File: src/rtl/fancy_counter_gen_if.sv
// Handshake/bus bundle for fancy_counter_gen: control inputs toward the counter,
// count, fancy value and terminal-count pulse back to the user.
interface fancy_counter_gen_if #(
  parameter int WIDTH = 16
);
  logic             en;
  logic             dir;
  logic             load;
  logic [WIDTH-1:0] load_value;
  logic [WIDTH-1:0] data;
  logic [WIDTH-1:0] fancy_data;
  logic             tc;

  modport master (
    output en, dir, load, load_value,
    input  data, fancy_data, tc
  );

  modport slave (
    input  en, dir, load, load_value,
    output data, fancy_data, tc
  );
endinterface

File: src/rtl/fancy_counter_gen.sv
// Up/down counter with load, modulo or saturating limit, a DEPTH-stage history line
// and a derived fancy output. Define FANCY_COUNTER_GEN_OVERRIDE_EN to force fixed fancy values at counts 0/1/17.
module fancy_counter_gen #(
  parameter int WIDTH    = 16,
  parameter int DEPTH    = 1,
  parameter int MODULO   = 0,
  parameter int SATURATE = 0
) (
  input  logic           clk,
  input  logic           reset,
  fancy_counter_gen_if.slave bus
);

  localparam logic [WIDTH-1:0] ONE   = {{(WIDTH-1){1'b0}}, 1'b1};
  localparam logic [WIDTH-1:0] LIMIT = (MODULO == 0) ? {WIDTH{1'b1}} : WIDTH'(MODULO - 1);

  logic [WIDTH-1:0] data_r;
  logic             tc_r;
  logic [WIDTH-1:0] hist_r [DEPTH];

  logic [WIDTH-1:0] data_nxt_s;
  logic             tc_nxt_s;
  logic             shift_s;
  logic [WIDTH-1:0] load_clamp_s;
  logic [WIDTH-1:0] delayed_s;
  logic [WIDTH-1:0] fancy_base_s;
  logic [WIDTH-1:0] fancy_s;

  // Next count and terminal-count decision; load beats a step.
  always_comb begin
    data_nxt_s   = data_r;
    tc_nxt_s     = 1'b0;
    shift_s      = 1'b0;
    load_clamp_s = (bus.load_value > LIMIT) ? LIMIT : bus.load_value;
    if (bus.load) begin
      data_nxt_s = load_clamp_s;
    end else if (bus.en) begin
      shift_s = 1'b1;
      if (!bus.dir) begin
        if (data_r == LIMIT) begin
          data_nxt_s = (SATURATE != 0) ? LIMIT : {WIDTH{1'b0}};
          tc_nxt_s   = 1'b1;
        end else begin
          data_nxt_s = data_r + ONE;
        end
      end else begin
        if (data_r == {WIDTH{1'b0}}) begin
          data_nxt_s = (SATURATE != 0) ? {WIDTH{1'b0}} : LIMIT;
          tc_nxt_s   = 1'b1;
        end else begin
          data_nxt_s = data_r - ONE;
        end
      end
    end else begin
      data_nxt_s = data_r;
    end
  end

  // Count, pulse and history registers with synchronous reset.
  always_ff @(posedge clk) begin
    if (reset) begin
      data_r <= {WIDTH{1'b0}};
      tc_r   <= 1'b0;
      for (int i = 0; i < DEPTH; i++) begin
        hist_r[i] <= {WIDTH{1'b0}};
      end
    end else begin
      data_r <= data_nxt_s;
      tc_r   <= tc_nxt_s;
      if (shift_s) begin
        hist_r[0] <= data_r;
        for (int i = 1; i < DEPTH; i++) begin
          hist_r[i] <= hist_r[i-1];
        end
      end
    end
  end

  assign delayed_s    = hist_r[DEPTH-1];
  assign fancy_base_s = (delayed_s ^ data_r) + data_r;

`ifdef FANCY_COUNTER_GEN_OVERRIDE_EN
  localparam logic [WIDTH-1:0] FANCY_AT_0  = WIDTH'(32'd17);
  localparam logic [WIDTH-1:0] FANCY_AT_1  = WIDTH'(32'd1287);
  localparam logic [WIDTH-1:0] FANCY_AT_17 = WIDTH'(32'd2137);
  localparam logic [WIDTH-1:0] COUNT_17    = WIDTH'(32'd17);

  // Fixed fancy values at three specific counts, base value elsewhere.
  always_comb begin
    if (data_r == {WIDTH{1'b0}}) begin
      fancy_s = FANCY_AT_0;
    end else if (data_r == ONE) begin
      fancy_s = FANCY_AT_1;
    end else if (data_r == COUNT_17) begin
      fancy_s = FANCY_AT_17;
    end else begin
      fancy_s = fancy_base_s;
    end
  end
`else
  assign fancy_s = fancy_base_s;
`endif

  assign bus.data       = data_r;
  assign bus.tc         = tc_r;
  assign bus.fancy_data = fancy_s;

endmodule

File: src/flat_wrapper.sv
// flat-port wrapper written by rule: the top's interface ports become plain ports
module fancy_counter_gen_flat 
#(
  parameter int WIDTH    = 16,
  parameter int DEPTH    = 1,
  parameter int MODULO   = 0,
  parameter int SATURATE = 0
)
  (clk, reset, bus_en, bus_dir, bus_load, bus_load_value, bus_data, bus_fancy_data, bus_tc);
  fancy_counter_gen_if #(.WIDTH(WIDTH)) bus_i ();
  input  logic clk;
  input  logic reset;
  input wire logic [$bits(bus_i.en)-1:0] bus_en;
  input wire logic [$bits(bus_i.dir)-1:0] bus_dir;
  input wire logic [$bits(bus_i.load)-1:0] bus_load;
  input wire logic [$bits(bus_i.load_value)-1:0] bus_load_value;
  output wire logic [$bits(bus_i.data)-1:0] bus_data;
  output wire logic [$bits(bus_i.fancy_data)-1:0] bus_fancy_data;
  output wire logic [$bits(bus_i.tc)-1:0] bus_tc;
  assign bus_i.en = bus_en;
  assign bus_i.dir = bus_dir;
  assign bus_i.load = bus_load;
  assign bus_i.load_value = bus_load_value;
  assign bus_data = bus_i.data;
  assign bus_fancy_data = bus_i.fancy_data;
  assign bus_tc = bus_i.tc;
  fancy_counter_gen #(.WIDTH(WIDTH), .DEPTH(DEPTH), .MODULO(MODULO), .SATURATE(SATURATE)) u_core (.clk(clk), .reset(reset), .bus(bus_i));
endmodule
File: config.mk
export PLATFORM = sky130hd
export DESIGN_NAME = fancy_counter_gen_flat
export DESIGN_NICKNAME = d
export VERILOG_FILES = /design/src/rtl/fancy_counter_gen_if.sv /design/src/rtl/fancy_counter_gen.sv /design/src/flat_wrapper.sv
export SDC_FILE = /design/constraint.sdc
export NUM_CORES = 1
export LEC_CHECK = 0
export ABC_CLOCK_PERIOD_IN_PS = 4000
export BUFFER_PORTS_ARGS = -buffer_cell sky130_fd_sc_hd__buf_2
export CAP_MARGIN = 0
export CORE_ASPECT_RATIO = 1.2
export CORE_UTILIZATION = 45
export DETAILED_ROUTE_END_ITERATION = 10
export HOLD_SLACK_MARGIN = 0.12
export PLACE_DENSITY = 0.66
export SLEW_MARGIN = 10
export SYNTH_ARGS = -nofsm -noshare
export SYNTH_HDL_FRONTEND = slang
export SYNTH_SLANG_ARGS = --single-unit
File: constraint.sdc
create_clock -name clk -period 4 [get_ports clk]
set_clock_uncertainty 0.05 [all_clocks]
set_input_delay 0.8 -clock clk [delete_from_list [all_inputs] [get_ports clk]]
set_output_delay 0.8 -clock clk [all_outputs]
set_load 0.05 [all_outputs]
==> summary.md <==
| Metric | Value |
|---|---|
| Count leader, synth | `nand2_1` |
| Library cells used by synthesis | `65` |
| Number of port buffers | `53` |
| Post-synth EDFFs | `16` |
| Starting DRT DRC Count | `224` |
| Fin crit share | `0.929` |
| Dpl hpwl | `7020 um` |
| # hold bufs at CTS | `0` |
| Initial antenna violation count | `0` |
| Reg2Reg Depth | `7` |
| CP Launch Type | `flip-flop` |
| N_diodes | `0` |
| Clock sink total | `33` |
| Crit. End Element | `output port` |
| Crit path time final | `3720 ps` |
| Area of the die | `7440 um2` |
| Die X | `78.9 um` |
| RR Endpoint | `u_core.bus.data[3]` |
| Clk_lat worst skew | `290 ps` |
| Final cell count without fillers | `536` |
| Reg2reg start | `u_core.bus.data[0]` |
| Power Density | `364 nW/um2` |
| GRT Total Usage | `0.265` |
| CTS root buf | `clkbuf_8` |
| Placed insts | `528` |
| Drt via density | `6.09` |
| CTS buffer count | `5` |
| Final setup violation count | `0` |
| I/O pin cnt | `54` |
| Fraction of registers with async set/reset | `0` |
| RSZ-0062 raised after global routing | `false` |
| CP bufs+invs | `2` |
| Wirelength, routed | `9490 um` |
| Max Cap Violations | `0` |
| Die height | `94.3 um` |
| Worst-path fanout max | `4` |
| Syn nets | `443` |
| Outcome | `finished clean` |
| Number of global-route vias before repair | `2973` |
| Flop2flop setup slack | `1270 ps` |
| Mean Syn Cell Area | `7.89 um2` |
| Via Count | `3265` |
| # rows | `33` |
| Layout cell share with drive strength beyond 1 | `0.209` |
| Number of synthesized register bits | `33` |
| Worst-path cell chain | `inv_1, ha_1, xor2_1, o31ai_1, a221oi_2, o22ai_1, nor4_1, a311oi_2, buf_2` |
| TritonCTS clock tree | `done` |
| GRT overflow | `0` |
| Worst min-delay path class | `flip-flop to flip-flop` |
| FMAX | `269 MHz` |
| Hold Vio Cnt, Final | `0` |
| Synth Flop Type | `dfxtp_1` |
| Area of the core | `6850 um2` |
| Max-slew headroom | `0.551` |
| Commonest cells in the netlist | `nand2_1, inv_1, nor2_1, clkbuf_1, xnor2_1` |
| DR pass1 iterations | `4` |
| Critical Path Stages | `9` |
| H-Tree Depth | `2` |
| Lkg Pwr | `0.00152 uW` |
| WHS Endpoint | `u_core.bus.data[15]` |
| Worst path required time | `3150 ps` |
| Post-route ant nets | `0` |
| Seq/Total Area, Yosys | `0.257` |
| Starting Density | `0.466` |
| DR WL/cell | `17.7 um` |
| Worst-Margin Slew | `673 ps` |
| Setup tns final | `0 ps` |
| Area grow syn2layout | `13.9%` |
| Max Slew Vio Count | `0` |
| Hold_sp | `u_core.bus.data[15]` |
| Max VDD drop | `0.171 mV` |
| Top-area cell type share of the netlist area | `0.150` |
| Crit path DAT | `2870 ps` |
| GPL Wtd Cong | `0.939` |
| Critical-path top delay cell | `a221oi_2` |
| WHS Path Cells | `2` |
| Reg clk slew, reported paths | `70 ps` |
| First-pass GRT wire length | `15200 um` |
| Final routed DRC violation total | `0` |
| Mapped Cells | `405` |
| Pin count of the biggest net entering global routing | `41` |
| Synth area leaders | `edfxtp_1, dfxtp_1, ha_1` |
| Synthesis Warnings | `0` |
| Nets@finish | `486` |
| Post-Synthesis Cell Area | `3190 um2` |
| Longest Clk Path Bufs | `2` |
| CP max stage delay | `470 ps` |
| Critical path type | `flip-flop to output port` |
| Largest area contributor in the netlist | `edfxtp_1` |
| Top delay family on crit path | `compound AO/OA/AOI/OAI gates` |
==> registers in the layout (all words and copies together) (netlist names) <==
| register | cells |
|---|---|
| u_core.hist_r | 16 |
| u_core.bus.data | 16 |
| u_core.bus.tc | 1 |
==> timing repair <==
| action | in CTS | in global routing |
|---|---|---|
| endpoints found under the hold margin | 0 | 0 |
| setup buffers | 0 | 0 |
| gates resized for setup | 0 | 1 |
| endpoints found under the setup margin | 0 | 2 |
==> area by class of cell <==
| class | count | area [um2] |
|---|---|---|
| multi-input cells | 312 | 2150 |
| well taps | 87 | 109 |
| repair buffers | 65 | 355 |
| inverters | 31 | 116 |
| clock buffers | 6 | 72.6 |
| flip-flops and latches | 33 | 821 |
| clock inverters | 2 | 10.0 |
| fillers | 695 | 3220 |
==> through the flow <==
stage,total power (uW),setup WS [ps],instance area (um2),utilization,hold WS (ps)
2_1_floorplan,923,285,3200,-,762
3_3_place_gp,1070,557,3550,0.518,605
3_5_place_dp,1070,467,3550,0.518,608
4_1_cts,1320,146,3630,0.530,619
5_1_grt,1390,98.3,3640,0.531,672
6_report,1320,283,3640,0.531,621
==> worst max path at each step <==
stage / start / endpoint / slack [ps]
2_1_floorplan: u_core.bus.data[4] / bus_fancy_data[14] / 290
3_3_place_gp: u_core.bus.data[0] / bus_fancy_data[14] / 560
3_5_place_dp: u_core.hist_r[0][2] / bus_fancy_data[14] / 470
4_1_cts: u_core.hist_r[0][2] / bus_fancy_data[14] / 150
5_1_grt: u_core.hist_r[0][3] / bus_fancy_data[14] / 100
6_report: u_core.hist_r[0][2] / bus_fancy_data[14] / 280
==> metal layers <==
layer | share of wire | global-route usage
met3 | 0.054 | 0.0184
met1 | 0.42 | 0.337
met5 | 0 | 0
met2 | 0.50 | 0.470
met4 | 0.018 | 0.0909
==> power breakdown <==
group	switching (uW)	internal (uW)	total, uW
Combinational	470	200	670
Clock	130	121	251
Sequential	26.1	377	403
Total	626	697	1320
==> worst reg2reg max path, cell delays in order (launching register included) <==
cell,delay [ps]
dfxtp_1,530
ha_1,300
inv_1,110
nor4_2,430
a31oi_2,330
a221o_1,380
a221oi_1,320
o22ai_1,140
==> kinds of logic (layout without fill, tap and decap cells) <==
group                    Yosys count  in the layout  synth area share
buffers and inverters             60            104            0.0729
XOR/XNOR                          29             29            0.0795
AO/OA/AOI/OAI                    105            105             0.244
AND/OR/NAND/NOR                  151            151             0.248
multiplexers                      10             10            0.0321
adder cells (fa/ha/maj)           17             17            0.0666
flip-flops                        33             33             0.257
==> cell usage in the layout, fill, tap and decap left out, types with 15 or more instances in the layout <==
cell type and count:
edfxtp_1 16, ha_1 17, inv_1 31, nor2_1 31
xnor2_1 18, buf_2 53, dfxtp_1 17, o21ai_0 15
nand2_1 42
Note: power is estimated with default switching activity, not from simulation.
